===== config.mk =====
export PLATFORM = sky130hd
export DESIGN_NAME = axi4lite_reg_adapter_flat
export DESIGN_NICKNAME = d
export VERILOG_FILES = /design/src/rtl/axi4lite_reg_adapter_if.sv /design/src/rtl/axi4lite_reg_adapter.sv /design/src/flat_wrapper.sv
export SDC_FILE = /design/constraint.sdc
export NUM_CORES = 1
export LEC_CHECK = 0
export BUFFER_PORTS_ARGS = -buffer_cell sky130_fd_sc_hd__buf_2
export CORE_UTILIZATION = 40
export DETAILED_ROUTE_END_ITERATION = 10
export PLACE_DENSITY = 0.71
export SETUP_SLACK_MARGIN = 0.2
export SLEW_MARGIN = 20
export SYNTH_ARGS = -nofsm -noshare
export SYNTH_HDL_FRONTEND = slang
export SYNTH_SLANG_ARGS = --single-unit

===== constraint.sdc =====
create_clock -name clk -period 1.75 [get_ports clk]
set_clock_uncertainty 0.15 [all_clocks]
set_input_delay 0 -clock clk [delete_from_list [all_inputs] [get_ports clk]]
set_output_delay 0 -clock clk [all_outputs]
set_load 0.01 [all_outputs]

===== src/rtl/axi4lite_reg_adapter_if.sv =====
// AXI4-Lite bundle shared by the interconnect and register adapters.
// Slave modport faces the endpoint, master modport faces the initiator.
interface axi4lite_intf #(
    parameter int DATA_WIDTH = 32,
    parameter int ADDR_WIDTH = 32
);
    logic [ADDR_WIDTH-1:0]   awaddr;
    logic [2:0]              awprot;
    logic                    awvalid;
    logic                    awready;
    logic [DATA_WIDTH-1:0]   wdata;
    logic [DATA_WIDTH/8-1:0] wstrb;
    logic                    wvalid;
    logic                    wready;
    logic [1:0]              bresp;
    logic                    bvalid;
    logic                    bready;
    logic [ADDR_WIDTH-1:0]   araddr;
    logic [2:0]              arprot;
    logic                    arvalid;
    logic                    arready;
    logic [DATA_WIDTH-1:0]   rdata;
    logic [1:0]              rresp;
    logic                    rvalid;
    logic                    rready;

    modport slave (
        input  awaddr, awprot, awvalid,
        output awready,
        input  wdata, wstrb, wvalid,
        output wready,
        output bresp, bvalid,
        input  bready,
        input  araddr, arprot, arvalid,
        output arready,
        output rdata, rresp, rvalid,
        input  rready
    );

    modport master (
        output awaddr, awprot, awvalid,
        input  awready,
        output wdata, wstrb, wvalid,
        input  wready,
        input  bresp, bvalid,
        output bready,
        output araddr, arprot, arvalid,
        input  arready,
        input  rdata, rresp, rvalid,
        output rready
    );
endinterface


===== src/rtl/axi4lite_reg_adapter.sv =====
// AXI4-Lite slave to single-outstanding req/ack register bus bridge.
// Define AXI4LITE_REG_ADAPTER_TIMEOUT_EN to build the REQ timeout (SLVERR).
module axi4lite_reg_adapter #(
    parameter int DATA_WIDTH     = 32,
    parameter int ADDR_WIDTH     = 32,
    parameter int TIMEOUT_CYCLES = 256
) (
    input  logic                    clk,
    input  logic                    rst_b,
    axi4lite_intf.slave             s_axil,
    output logic                    req_valid,
    output logic                    req_write,
    output logic [ADDR_WIDTH-1:0]   req_addr,
    output logic [DATA_WIDTH-1:0]   req_wdata,
    output logic [DATA_WIDTH/8-1:0] req_wstrb,
    input  logic                    req_ack,
    input  logic [DATA_WIDTH-1:0]   req_rdata,
    input  logic                    req_err
);
    localparam int SW  = DATA_WIDTH / 8;
    localparam int LSB = $clog2(SW);
    localparam logic [ADDR_WIDTH-1:0] ALIGN =
        {{(ADDR_WIDTH-LSB){1'b1}}, {LSB{1'b0}}};
    localparam logic [1:0] OKAY   = 2'b00;
    localparam logic [1:0] SLVERR = 2'b10;

    typedef enum logic [1:0] {
        IDLE,
        REQ,
        BRESP,
        RRESP
    } state_t;

    state_t                state;
    state_t                state_n;
    logic                  aw_held;
    logic                  w_held;
    logic                  ar_held;
    logic                  aw_held_n;
    logic                  w_held_n;
    logic                  ar_held_n;
    logic [ADDR_WIDTH-1:0] aw_addr_q;
    logic [ADDR_WIDTH-1:0] ar_addr_q;
    logic [DATA_WIDTH-1:0] w_data_q;
    logic [SW-1:0]         w_strb_q;
    logic                  last_rd;

    logic                  awready_q;
    logic                  wready_q;
    logic                  arready_q;
    logic                  bvalid_q;
    logic                  rvalid_q;
    logic [1:0]            bresp_q;
    logic [1:0]            rresp_q;
    logic [DATA_WIDTH-1:0] rdata_q;

    logic                  aw_hs;
    logic                  w_hs;
    logic                  ar_hs;
    logic                  wr_elig;
    logic                  rd_elig;
    logic                  grant_rd;
    logic                  grant_wr;
    logic                  done;
    logic                  expire;
    logic [1:0]            resp;

    assign s_axil.awready = awready_q;
    assign s_axil.wready  = wready_q;
    assign s_axil.arready = arready_q;
    assign s_axil.bvalid  = bvalid_q;
    assign s_axil.bresp   = bresp_q;
    assign s_axil.rvalid  = rvalid_q;
    assign s_axil.rresp   = rresp_q;
    assign s_axil.rdata   = rdata_q;

    logic unused;
    assign unused = ^{s_axil.awprot, s_axil.arprot, TIMEOUT_CYCLES[0]};

`ifdef AXI4LITE_REG_ADAPTER_TIMEOUT_EN
    localparam int TW = $clog2(TIMEOUT_CYCLES);
    logic [TW-1:0] to_cnt;

    // Held at zero outside REQ, so every REQ entry starts a fresh count.
    always_ff @(posedge clk or negedge rst_b) begin
        if (!rst_b) begin
            to_cnt <= '0;
        end else if (state != REQ) begin
            to_cnt <= '0;
        end else begin
            to_cnt <= to_cnt + TW'(1);
        end
    end

    assign expire = (state == REQ) &&
                    (to_cnt == TW'(TIMEOUT_CYCLES - 1));
`else
    assign expire = 1'b0;
`endif

    always_comb begin
        aw_hs    = s_axil.awvalid && awready_q;
        w_hs     = s_axil.wvalid && wready_q;
        ar_hs    = s_axil.arvalid && arready_q;
        wr_elig  = (aw_held || aw_hs) && (w_held || w_hs);
        rd_elig  = ar_held || ar_hs;
        grant_rd = (state == IDLE) && rd_elig &&
                   (!wr_elig || !last_rd);
        grant_wr = (state == IDLE) && wr_elig && !grant_rd;
        done     = (state == REQ) && (req_ack || expire);
        resp     = (req_ack && !req_err) ? OKAY : SLVERR;

        // A losing handshake is parked, so it is granted later, not lost.
        aw_held_n = (aw_held || aw_hs) && !(done && req_write);
        w_held_n  = (w_held || w_hs) && !(done && req_write);
        ar_held_n = (ar_held || ar_hs) && !grant_rd;

        state_n = state;
        unique case (state)
            IDLE: begin
                if (grant_rd || grant_wr) begin
                    state_n = REQ;
                end
            end
            REQ: begin
                if (done) begin
                    state_n = req_write ? BRESP : RRESP;
                end
            end
            BRESP: begin
                if (s_axil.bready) begin
                    state_n = IDLE;
                end
            end
            RRESP: begin
                if (s_axil.rready) begin
                    state_n = IDLE;
                end
            end
        endcase
    end

    always_ff @(posedge clk or negedge rst_b) begin
        if (!rst_b) begin
            state     <= IDLE;
            aw_held   <= 1'b0;
            w_held    <= 1'b0;
            ar_held   <= 1'b0;
            aw_addr_q <= '0;
            ar_addr_q <= '0;
            w_data_q  <= '0;
            w_strb_q  <= '0;
            last_rd   <= 1'b0;
            awready_q <= 1'b0;
            wready_q  <= 1'b0;
            arready_q <= 1'b0;
            bvalid_q  <= 1'b0;
            rvalid_q  <= 1'b0;
            bresp_q   <= OKAY;
            rresp_q   <= OKAY;
            rdata_q   <= '0;
            req_valid <= 1'b0;
            req_write <= 1'b0;
            req_addr  <= '0;
            req_wdata <= '0;
            req_wstrb <= '0;
        end else begin
            state     <= state_n;
            aw_held   <= aw_held_n;
            w_held    <= w_held_n;
            ar_held   <= ar_held_n;
            awready_q <= !aw_held_n;
            wready_q  <= !w_held_n;
            arready_q <= (state_n == IDLE) && !aw_held_n &&
                         !w_held_n && !ar_held_n;

            if (aw_hs) begin
                aw_addr_q <= s_axil.awaddr;
            end
            if (w_hs) begin
                w_data_q <= s_axil.wdata;
                w_strb_q <= s_axil.wstrb;
            end
            if (ar_hs) begin
                ar_addr_q <= s_axil.araddr;
            end

            if (grant_rd) begin
                req_valid <= 1'b1;
                req_write <= 1'b0;
                req_addr  <= (ar_held ? ar_addr_q : s_axil.araddr) & ALIGN;
                req_wdata <= '0;
                req_wstrb <= '0;
                last_rd   <= 1'b1;
            end else if (grant_wr) begin
                req_valid <= 1'b1;
                req_write <= 1'b1;
                req_addr  <= (aw_held ? aw_addr_q : s_axil.awaddr) & ALIGN;
                req_wdata <= w_held ? w_data_q : s_axil.wdata;
                req_wstrb <= w_held ? w_strb_q : s_axil.wstrb;
                last_rd   <= 1'b0;
            end

            if (done) begin
                req_valid <= 1'b0;
                if (req_write) begin
                    bvalid_q <= 1'b1;
                    bresp_q  <= resp;
                end else begin
                    rvalid_q <= 1'b1;
                    rresp_q  <= resp;
                    rdata_q  <= req_ack ? req_rdata : '0;
                end
            end

            if (state == BRESP && s_axil.bready) begin
                bvalid_q <= 1'b0;
            end
            if (state == RRESP && s_axil.rready) begin
                rvalid_q <= 1'b0;
            end
        end
    end
endmodule


===== src/flat_wrapper.sv =====
// flat-port wrapper written by rule: the top's interface ports become plain ports
module axi4lite_reg_adapter_flat 
#(
    parameter int DATA_WIDTH     = 32,
    parameter int ADDR_WIDTH     = 32,
    parameter int TIMEOUT_CYCLES = 256
)
  (clk, rst_b, req_valid, req_write, req_addr, req_wdata, req_wstrb, req_ack, req_rdata, req_err, s_axil_awaddr, s_axil_awprot, s_axil_awvalid, s_axil_awready, s_axil_wdata, s_axil_wstrb, s_axil_wvalid, s_axil_wready, s_axil_bresp, s_axil_bvalid, s_axil_bready, s_axil_araddr, s_axil_arprot, s_axil_arvalid, s_axil_arready, s_axil_rdata, s_axil_rresp, s_axil_rvalid, s_axil_rready);
  axi4lite_intf #(.DATA_WIDTH(DATA_WIDTH), .ADDR_WIDTH(ADDR_WIDTH)) s_axil_i ();
  input  logic clk;
  input  logic rst_b;
  output logic req_valid;
  output logic req_write;
  output logic [ADDR_WIDTH-1:0] req_addr;
  output logic [DATA_WIDTH-1:0] req_wdata;
  output logic [DATA_WIDTH/8-1:0] req_wstrb;
  input  logic req_ack;
  input  logic [DATA_WIDTH-1:0] req_rdata;
  input  logic req_err;
  input wire logic [$bits(s_axil_i.awaddr)-1:0] s_axil_awaddr;
  input wire logic [$bits(s_axil_i.awprot)-1:0] s_axil_awprot;
  input wire logic [$bits(s_axil_i.awvalid)-1:0] s_axil_awvalid;
  output wire logic [$bits(s_axil_i.awready)-1:0] s_axil_awready;
  input wire logic [$bits(s_axil_i.wdata)-1:0] s_axil_wdata;
  input wire logic [$bits(s_axil_i.wstrb)-1:0] s_axil_wstrb;
  input wire logic [$bits(s_axil_i.wvalid)-1:0] s_axil_wvalid;
  output wire logic [$bits(s_axil_i.wready)-1:0] s_axil_wready;
  output wire logic [$bits(s_axil_i.bresp)-1:0] s_axil_bresp;
  output wire logic [$bits(s_axil_i.bvalid)-1:0] s_axil_bvalid;
  input wire logic [$bits(s_axil_i.bready)-1:0] s_axil_bready;
  input wire logic [$bits(s_axil_i.araddr)-1:0] s_axil_araddr;
  input wire logic [$bits(s_axil_i.arprot)-1:0] s_axil_arprot;
  input wire logic [$bits(s_axil_i.arvalid)-1:0] s_axil_arvalid;
  output wire logic [$bits(s_axil_i.arready)-1:0] s_axil_arready;
  output wire logic [$bits(s_axil_i.rdata)-1:0] s_axil_rdata;
  output wire logic [$bits(s_axil_i.rresp)-1:0] s_axil_rresp;
  output wire logic [$bits(s_axil_i.rvalid)-1:0] s_axil_rvalid;
  input wire logic [$bits(s_axil_i.rready)-1:0] s_axil_rready;
  assign s_axil_i.awaddr = s_axil_awaddr;
  assign s_axil_i.awprot = s_axil_awprot;
  assign s_axil_i.awvalid = s_axil_awvalid;
  assign s_axil_awready = s_axil_i.awready;
  assign s_axil_i.wdata = s_axil_wdata;
  assign s_axil_i.wstrb = s_axil_wstrb;
  assign s_axil_i.wvalid = s_axil_wvalid;
  assign s_axil_wready = s_axil_i.wready;
  assign s_axil_bresp = s_axil_i.bresp;
  assign s_axil_bvalid = s_axil_i.bvalid;
  assign s_axil_i.bready = s_axil_bready;
  assign s_axil_i.araddr = s_axil_araddr;
  assign s_axil_i.arprot = s_axil_arprot;
  assign s_axil_i.arvalid = s_axil_arvalid;
  assign s_axil_arready = s_axil_i.arready;
  assign s_axil_rdata = s_axil_i.rdata;
  assign s_axil_rresp = s_axil_i.rresp;
  assign s_axil_rvalid = s_axil_i.rvalid;
  assign s_axil_i.rready = s_axil_rready;
  axi4lite_reg_adapter #(.DATA_WIDTH(DATA_WIDTH), .ADDR_WIDTH(ADDR_WIDTH), .TIMEOUT_CYCLES(TIMEOUT_CYCLES)) u_core (.clk(clk), .rst_b(rst_b), .s_axil(s_axil_i), .req_valid(req_valid), .req_write(req_write), .req_addr(req_addr), .req_wdata(req_wdata), .req_wstrb(req_wstrb), .req_ack(req_ack), .req_rdata(req_rdata), .req_err(req_err));
endmodule

* Yosys cells after proc, flatten, opt, wreduce, memory -nomap -nowiden
Index checks and enable logic that the tools add are counted.
Storage, ports and cells: bits in registers 217, bits in latches 0, RAM bits 0, memory bits (read-only) 0, input port bits 147, output and inout bits 111, word-level logic and storage cells 100, memories 0
Cells by class: add/sub/neg operators 0, $mul 0, divide/modulo/power cells 0, magnitude comparators 0, eq/ne operators 4, shifts and indexed selects 0, muxes and demuxes 30, bitwise gates (word level) 1, reduce and logical (&&, ||, !) cells 43
Operators by type and width (count):
- $mux 32 | 8
- $logic_and 1x1->1 | 19
- $mux 1 | 13
- $mux 4 | 3
- $mux 2 | 5
- $logic_not 1->1 | 8
- $pmux 2 s4 | 1
- $reduce_and 2->1 | 4
- $reduce_bool 2->1 | 4
- $logic_or 1x1->1 | 5
- $eq 2x2->1 const B | 2
- $logic_not 2->1 | 2
- $reduce_bool 3->1 | 1
- $eq 2x1->1 const B | 1
- $ne 2x2->1 const B | 1
- $not 1->1 | 1

* Depth between registers and ports, before layout
Gate-level depths: netlist of the first run.
word-level depth 15, mapped depth 7, depth with buffers taken out 4

* Least setup slack after synthesis of the first run
OpenSTA, ideal clock, no wires.
path type register -> register, start point reg u_core.state[1], end point reg u_core.rdata_q[10] (netlist: u_core.s_axil.rdata[10]), setup time 125 ps, data arrival time 1535 ps, slack -59 ps, cell stages (with the launch flop) 5, path buffers 1, clock period less this slack 1809 ps, path through dfrtp_1 > nand3b_1 > nor2_1 > buf_2 > mux2_2
On the way: cells in the longest elaborated chain, start to end 3
Ends and longest elaborated chain:
- start, declared | line axi4lite_reg_adapter.sv:34 | state_t state;
- start signal, assigned | line axi4lite_reg_adapter.sv:168 | state <= state_n;
- $eq 2x1->1 | line axi4lite_reg_adapter.sv:110 | done = (state == REQ) && (req_ack || expire);
- $logic_and 1x1->1 | line axi4lite_reg_adapter.sv:110
- $reduce_and 2->1 (no source line)
- end signal, assigned | line axi4lite_reg_adapter.sv:212 | rdata_q <= req_ack ? req_rdata : '0;
- end, declared | line axi4lite_reg_adapter.sv:55 | logic [DATA_WIDTH-1:0] rdata_q;
No other way between the ends. A chain may end at the register's enable or synchronous reset.

* Final worst setup path of the first run
start point reg u_core.state[1], end point reg u_core.req_wdata[30]
On the way: cells in the longest elaborated chain, start to end 6
Ends and longest elaborated chain:
- $logic_not 2->1 (*) | line axi4lite_reg_adapter.sv:107, axi4lite_reg_adapter.sv:109
- $logic_and 1x1->1 (2 in a row) | line axi4lite_reg_adapter.sv:107 | grant_rd = (state == IDLE) && rd_elig &&
- $logic_not 1->1 | line axi4lite_reg_adapter.sv:109 | grant_wr = (state == IDLE) && wr_elig && !grant_rd;
- $logic_and 1x1->1 | line axi4lite_reg_adapter.sv:109
- $reduce_bool 2->1 (no source line)
- end signal, assigned | line axi4lite_reg_adapter.sv:199 | req_wdata <= w_held ? w_data_q : s_axil.wdata;
- end, declared | line axi4lite_reg_adapter.sv:14 | output logic [DATA_WIDTH-1:0] req_wdata,
Every way passes the cells marked *; elsewhere a longest branch is shown, timed or not.

==> results.toml, run 1 <==
[outcome]
result_of_the_run = "finished, violations left"
violated_checks = "DRC, hold timing, setup timing"

[floorplan]
chipWidth_um = 152
start_util_pct = 40.9
die-area_mm2 = 0.0231
boundaryPins = 258
num_rows = 54
fp.coreArea_mm2 = 0.0220
floorplan.die.height_um = 152

[route]
drtAntennaViolNets = 0
drt_first_iter_violations = 241
detail_route.drc_violations = 76
wl_per_cell_um = 18.3
dr.pass1.iters = 7
detailroute.via_count = 6718
drt-total-wl_mm = 24.2
post_drt_via_cell_ratio = 5.07

[placement]
port-buffer-count = 243
place_ws_ns = -0.0401
hpwl_dp_mm = 14.6
dp.cells = 1130
gp_congestion = 0.748

[power_and_ir_drop]
power_density_mw_per_mm2 = 1770
part_of_the_total_power_dissipated_in_the_clock_network_pct = 21.7
post-layout-total-power_uw = 23900
max-vdd-ir-drop_mv = 0.977
power_switching_uw = 7880
combinationalPowerShare_pct = 42.8
pint_uw = 16000
leakage_power_total_uw = 0.00670
netSwitchingFraction_pct = 33.0
pwr-share-seq_pct = 35.5

[logic_synthesis]
synth-warning-count = 0
synth-async-reset-ratio_pct = 100
synth_enable_flop_cells = 0
synth.lib_cells_used.distinct = 34
post_synth_instance_area_mm2 = 0.00899
ys_dominant_reg_cell = "sky130_fd_sc_hd__dfrtp_1"
ys_ff_latch = 209
yosysSeqAreaShare_pct = 58.2
synth.avg_cell_area_um2 = 14.6
post_synth_inst_count = 616

[grt]
grt_pass1_vias = 7299
grt_overflow = 0
grt_start_max_net_pins = 73
total_routing_usage_reported_by_global_routing_pct = 21.1
antenna_found_initial = 0
grt_pass1_wl_mm = 39.1

[clock_network]
cts-buffers-inserted = 24
ctsHtreeMaxLevel = 1
clock_root_buffer = "sky130_fd_sc_hd__clkbuf_16"
clk_pin_slew_ns = 0.06
cts.path.max_buffers = 3
clkSinkCount = 209
clkLatencyLatePin_ns = 0.51
cts_tree = "yes"

[timing]
timing.final.max_slew_violations = 0
final_period_minus_worst_setup_slack_ns = 1.77
rsz_0062_raised_after_global_routing = "yes"
final.period_utilization_pct = 101
fin_worst_hold_slack_ns = -0.0329
final_critical_path_setup_slack_ns = -0.0202
timing.final.hold_violations = 21
maxClockFrequency_ghz = 0.565
final_setup_viols = 5

[final_layout]
flow.area_growth_from_synthesis_pct = 49.9
post_layout_nonfiller_instances = 1326
num-nets-final = 1176
post_route_cells_drive_above_1_share_pct = 48.1
number_of_fillers_in_the_final_layout = 1674
multiInputGateArea_mm2 = 0.00375
area.sequential_mm2 = 0.00523

[worst_setup_path]
largest_driver_fanout_on_the_critical_path = 8
crit_required_ns = 2.04
arrival_ns = 2.06
worstSetupEndpointType = "register"
worst-setup-path-type = "reg -> reg"
startpoint_type = "register"

[worst_hold_path]
worst_hold_path_type = "in -> async"

[flow_run]
drv.max_cap_violation_count = 0
[worst paths after layout]
kind                                                 from                                 end  slack [ns]  cells after the start
hold / removal                                      rst_b     u_core.req_addr[24]$_DFFE_PN0P_       -0.03                      3
max in group asynchronous                           rst_b    u_core.aw_addr_q[13]$_DFFE_PN0P_        0.46                      4
hold reg to reg            u_core.req_addr[5]$_DFFE_PN0P_      u_core.req_addr[5]$_DFFE_PN0P_        0.32                      1
min in group clk                             req_rdata[8]  u_core.s_axil.rdata[8]$_DFFE_PN0P_        0.09                      3
setup / recovery                u_core.state[1]$_DFF_PN0_    u_core.req_wdata[30]$_DFFE_PN0P_       -0.02                      5
setup reg to reg                u_core.state[1]$_DFF_PN0_    u_core.req_wdata[30]$_DFFE_PN0P_       -0.02                      5
[synthesized netlist by cell type, drive strengths merged, types with 2 or more instances]
cell / instances / area [µm²]
a21oi: 3 / 30.0
o22ai: 29 / 181
buf: 22 / 131
a21bo: 2 / 20.0
nor2: 5 / 18.8
inv: 5 / 18.8
or2: 3 / 18.8
nand2: 5 / 18.8
a21o: 30 / 225
mux2: 131 / 1480
a31oi: 2 / 12.5
clkbuf: 24 / 90.1
o2bb2ai: 36 / 440
mux2i: 98 / 981
dfrtp: 209 / 5230
[critical path, cell delays in order (launching register included)]
cell and delay [ns]:
sky130_fd_sc_hd__dfrtp_1 0.40, sky130_fd_sc_hd__or2_1 0.25, sky130_fd_sc_hd__a2111o_2 0.42, sky130_fd_sc_hd__buf_4 0.19, sky130_fd_sc_hd__buf_16 0.14, sky130_fd_sc_hd__o2bb2ai_2 0.14
[what timing repair did]
action                                  CTS  global route
cloned                                    2             3
hold endpoints to repair                416             0
pin swaps                                 2             2
buffers inserted                          4             4
endpoints found under the setup margin  103           103
gates resized for setup                  15            17
hold buffers                            140             0
[registers in the layout, indices dropped and copies added (netlist names), 2 cells and up]
signal / cells
u_core.w_strb_q: 4
u_core.req_wdata: 32
u_core.aw_addr_q: 30
u_core.s_axil.rdata: 32
u_core.ar_addr_q: 30
u_core.w_data_q: 32
u_core.req_addr: 30
u_core.state: 2
u_core.req_wstrb: 4
[cell families after synthesis]
| group | share of synthesized area, % |
|---|---|
| buffers and inverters | 2.67 |
| and+or+nand+nor | 1.09 |
| muxes | 27.3 |
| other | 0.0417 |
| DFF | 58.2 |
| AOI/OAI and AO/OA | 10.7 |
[placed cells by master (no fill, tap or decap), types with 18 or more instances in the layout]
cell and count:
sky130_fd_sc_hd__mux2_4 34, sky130_fd_sc_hd__dlygate4sd3_1 139, sky130_fd_sc_hd__clkbuf_16 27, sky130_fd_sc_hd__buf_4 18, sky130_fd_sc_hd__buf_2 243, sky130_fd_sc_hd__dfrtp_1 206, sky130_fd_sc_hd__a21o_1 30, sky130_fd_sc_hd__mux2_2 97
sky130_fd_sc_hd__o22ai_1 25, sky130_fd_sc_hd__mux2i_1 98, sky130_fd_sc_hd__o2bb2ai_2 21
[power by group through the flow]
stage / Clock (µW) / Sequential, µW / Combinational (µW)
floorplan: 0 / 8790 / 5780
global placement: 0 / 8380 / 9090
global route: 5530 / 8750 / 11000
finish: 5180 / 8480 / 10200
detailed placement: 0 / 8500 / 9330
CTS: 5300 / 8430 / 9980
[through the flow]
step / util [%] / cell area [µm²] / TNS, ns
global route: 61.4 / 13500 / -2.20
finish: 61.4 / 13500 / -0.0406
global placement: 49.8 / 10900 / 0
detailed placement: 49.8 / 10900 / -0.0515
floorplan: - / 9200 / 0
CTS: 60.6 / 13300 / 0
[area by class of cell]
cell class | count | share of cell area [%]
Antenna cell | 1 | 0.0186
Clock buffer | 31 | 5.03
Clock inverter | 11 | 1.04
Inverter | 5 | 0.139
Multi-Input combinational cell | 359 | 27.8
Sequential cell | 209 | 38.8
Tap cell | 280 | 2.60
Timing Repair Buffer | 430 | 24.5
[metal layers]
metal | track usage [%] | part of all wire, % | vias up | wire length (µm)
met2 | 36.6 | 49 | 185 | 11900
met1 | 26.4 | 43 | 3388 | 10300
met3 | 4.76 | 5.9 | 42 | 1440
met4 | 6.22 | 2.5 | 0 | 599
li1 | - | - | 3103 | -
met5 | 0 | 0 | - | 0
Note: power is estimated with default switching activity, not from simulation.
==> run 2: changes to the inputs <==
Settings changed: BUFFER_PORTS_ARGS -buffer_cell sky130_fd_sc_hd__buf_2 to -buffer_cell sky130_fd_sc_hd__clkbuf_2.
==> run 2 against run 1 <==
The run ends with DRC, setup timing left; clock power increased by 3%; non-clock buffer count increased by 6; routed wire length increased by 2.9%; clock-buffer cell count increased by 2; hold slack better by 0.15 ns; sequential power grew 0.7%; flip-flop and latch count unchanged; first-iteration DRC count is 23% higher; highest routed layer unchanged; fmax down 1.8%; register-to-register slack worse by 0.03 ns.
==> results.toml, run 2 (synthesis gave the netlist of run 1 again) <==
[outcome]
result_of_the_run = "finished, violations left"
violated_checks = "DRC, setup timing"

[route]
drt-total-wl_mm = 24.9
wl_per_cell_um = 18.7
post_drt_via_cell_ratio = 5.12
dr.pass1.iters = 10
drt_first_iter_violations = 296
detail_route.drc_violations = 36
drtAntennaViolNets = 0
detailroute.via_count = 6811

[power_and_ir_drop]
power_density_mw_per_mm2 = 1780
combinationalPowerShare_pct = 43.3
part_of_the_total_power_dissipated_in_the_clock_network_pct = 21.8
pwr-share-seq_pct = 34.9
leakage_power_total_uw = 0.00683
pint_uw = 16300
netSwitchingFraction_pct = 33.2
post-layout-total-power_uw = 24400
max-vdd-ir-drop_mv = 1.05
power_switching_uw = 8100

[final_layout]
post_route_cells_drive_above_1_share_pct = 50.1
flow.area_growth_from_synthesis_pct = 52.8
area.sequential_mm2 = 0.00523
diodes = 0
final_cell_mix = "sky130_fd_sc_hd__clkbuf_2 (242), sky130_fd_sc_hd__dfrtp_1 (206), sky130_fd_sc_hd__dlygate4sd3_1 (137)"
post_layout_nonfiller_instances = 1329
mostFrequentLayoutCell = "sky130_fd_sc_hd__clkbuf_2"
number_of_fillers_in_the_final_layout = 1599
post-route-util_pct = 62.5
num-nets-final = 1182
multiInputGateArea_mm2 = 0.00386

[worst_setup_path]
worst-setup-path-type = "reg -> reg"
worstReg2RegStart = "u_core.s_axil.awready$_DFF_PN0_"
crit_required_ns = 1.98
startpoint_type = "register"
timing.critical_path.from = "u_core.s_axil.awready$_DFF_PN0_"
worstRegToRegCells = 7
largest_driver_fanout_on_the_critical_path = 9
worst_r2r_endpoint = "u_core.req_addr[31]$_DFFE_PN0P_"
r2r_slack_ns = -0.05
arrival_ns = 2.03
worstSetupEndpointType = "register"

[clock_network]
clkLatencyLatePin_ns = 0.50
clkSinkCount = 209
clock_root_buffer = "sky130_fd_sc_hd__clkbuf_16"
ctsHtreeMaxLevel = 1
cts-buffers-inserted = 24
clk_pin_slew_ns = 0.06
cts_tree = "yes"
cts.path.max_buffers = 3

[placement]
port-buffer-count = 243
hpwl_dp_mm = 14.4
gp_congestion = 0.752
dp.cells = 1129
place_ws_ns = -0.0109

[floorplan]
start_util_pct = 40.9
num_rows = 54
die-area_mm2 = 0.0231
fp.coreArea_mm2 = 0.0220
floorplan.die.height_um = 152
boundaryPins = 258
chipWidth_um = 152

[grt]
total_routing_usage_reported_by_global_routing_pct = 20.8
grt_pass1_vias = 7496
grt_start_max_net_pins = 55
grt_pass1_wl_mm = 38.9
grt_overflow = 0
antenna_found_initial = 0

[timing]
max_slew_margin_pct = 54.2
worst_slew_pin_slew_ns = 0.687
final_period_minus_worst_setup_slack_ns = 1.80
final_critical_path_setup_slack_ns = -0.0523
rsz_0062_raised_after_global_routing = "yes"
fin_worst_hold_slack_ns = 0.121
final_setup_viols = 57
timing.final.hold_violations = 0
timing.final.max_slew_violations = 0
maxClockFrequency_ghz = 0.555
final.period_utilization_pct = 103

[flow_run]
drv.max_cap_violation_count = 0

[worst_hold_path]
worst_hold_startpoint = "req_rdata[7]"
end_of_the_worst_hold_path = "u_core.s_axil.rdata[7]$_DFFE_PN0P_"
worst_hold_path_type = "in -> reg"
hold_path_cell_cnt = 3
==> run 2: how the worst max path moves through the flow <==
stage | endpoint | slack [ns] | cells after the start
2_1_floorplan | u_core.req_write$_DFFE_PN0P_ | 0.001 | 6
3_3_place_gp | u_core.req_write$_DFFE_PN0P_ | -0.002 | 4
3_5_place_dp | u_core.req_wdata[4]$_DFFE_PN0P_ | -0.01 | 5
4_1_cts | u_core.req_addr[31]$_DFFE_PN0P_ | -0.02 | 7
5_1_grt | u_core.req_addr[31]$_DFFE_PN0P_ | -0.13 | 7
6_report | u_core.req_addr[31]$_DFFE_PN0P_ | -0.05 | 7
==> run 2: repair_timing <==
| item | CTS | global route |
|---|---|---|
| gates cloned | 3 | 9 |
| pin swaps | 1 | 8 |
| setup endpoints to repair | 103 | 156 |
| endpoints found under the hold margin | 415 | 0 |
| setup buffers | 8 | 3 |
| gates resized for setup | 25 | 23 |
| hold buffers | 137 | 0 |
==> run 2: worst max-delay path, cell delays in order, from the launching register on <==
cell and delay [ns]:
sky130_fd_sc_hd__dfrtp_1 0.37, sky130_fd_sc_hd__a21oi_2 0.08, sky130_fd_sc_hd__buf_4 0.15, sky130_fd_sc_hd__o311ai_4 0.28, sky130_fd_sc_hd__buf_4 0.18, sky130_fd_sc_hd__buf_12 0.13
sky130_fd_sc_hd__mux2i_1 0.07, sky130_fd_sc_hd__mux2_2 0.25
==> run 2: metal layers <==
metal	global-route usage, %	routed length (µm)
met1	25.3	10600
met2	36.4	12100
met3	4.56	1450
met4	7.53	718
met5	0	0
==> run 2: layout make-up <==
type	instances	area share [%]
Multi-Input combinational cell	359	28.1
Clock inverter	7	1.01
Sequential cell	209	38.1
Inverter	5	0.137
Timing Repair Buffer	436	24.9
Clock buffer	33	5.14
Tap cell	280	2.55
==> run 2: metrics by stage <==
step / TNS [ns] / instance area, µm²
after floorplan: 0 / 9200
after global placement: -0.00213 / 10900
after detailed placement: -0.0403 / 10900
after CTS: -0.208 / 13400
after global routing: -4.98 / 13700
final: -0.820 / 13700
==> run 2: power groups by stage <==
| stage | Sequential [µW] | Clock, µW | Combinational (µW) |
|---|---|---|---|
| after floorplan | 8790 | 0 | 5780 |
| after global placement | 8420 | 0 | 8930 |
| after detailed placement | 8520 | 0 | 9120 |
| after CTS | 8470 | 5460 | 9920 |
| after global routing | 8820 | 5640 | 11300 |
| final | 8540 | 5330 | 10600 |
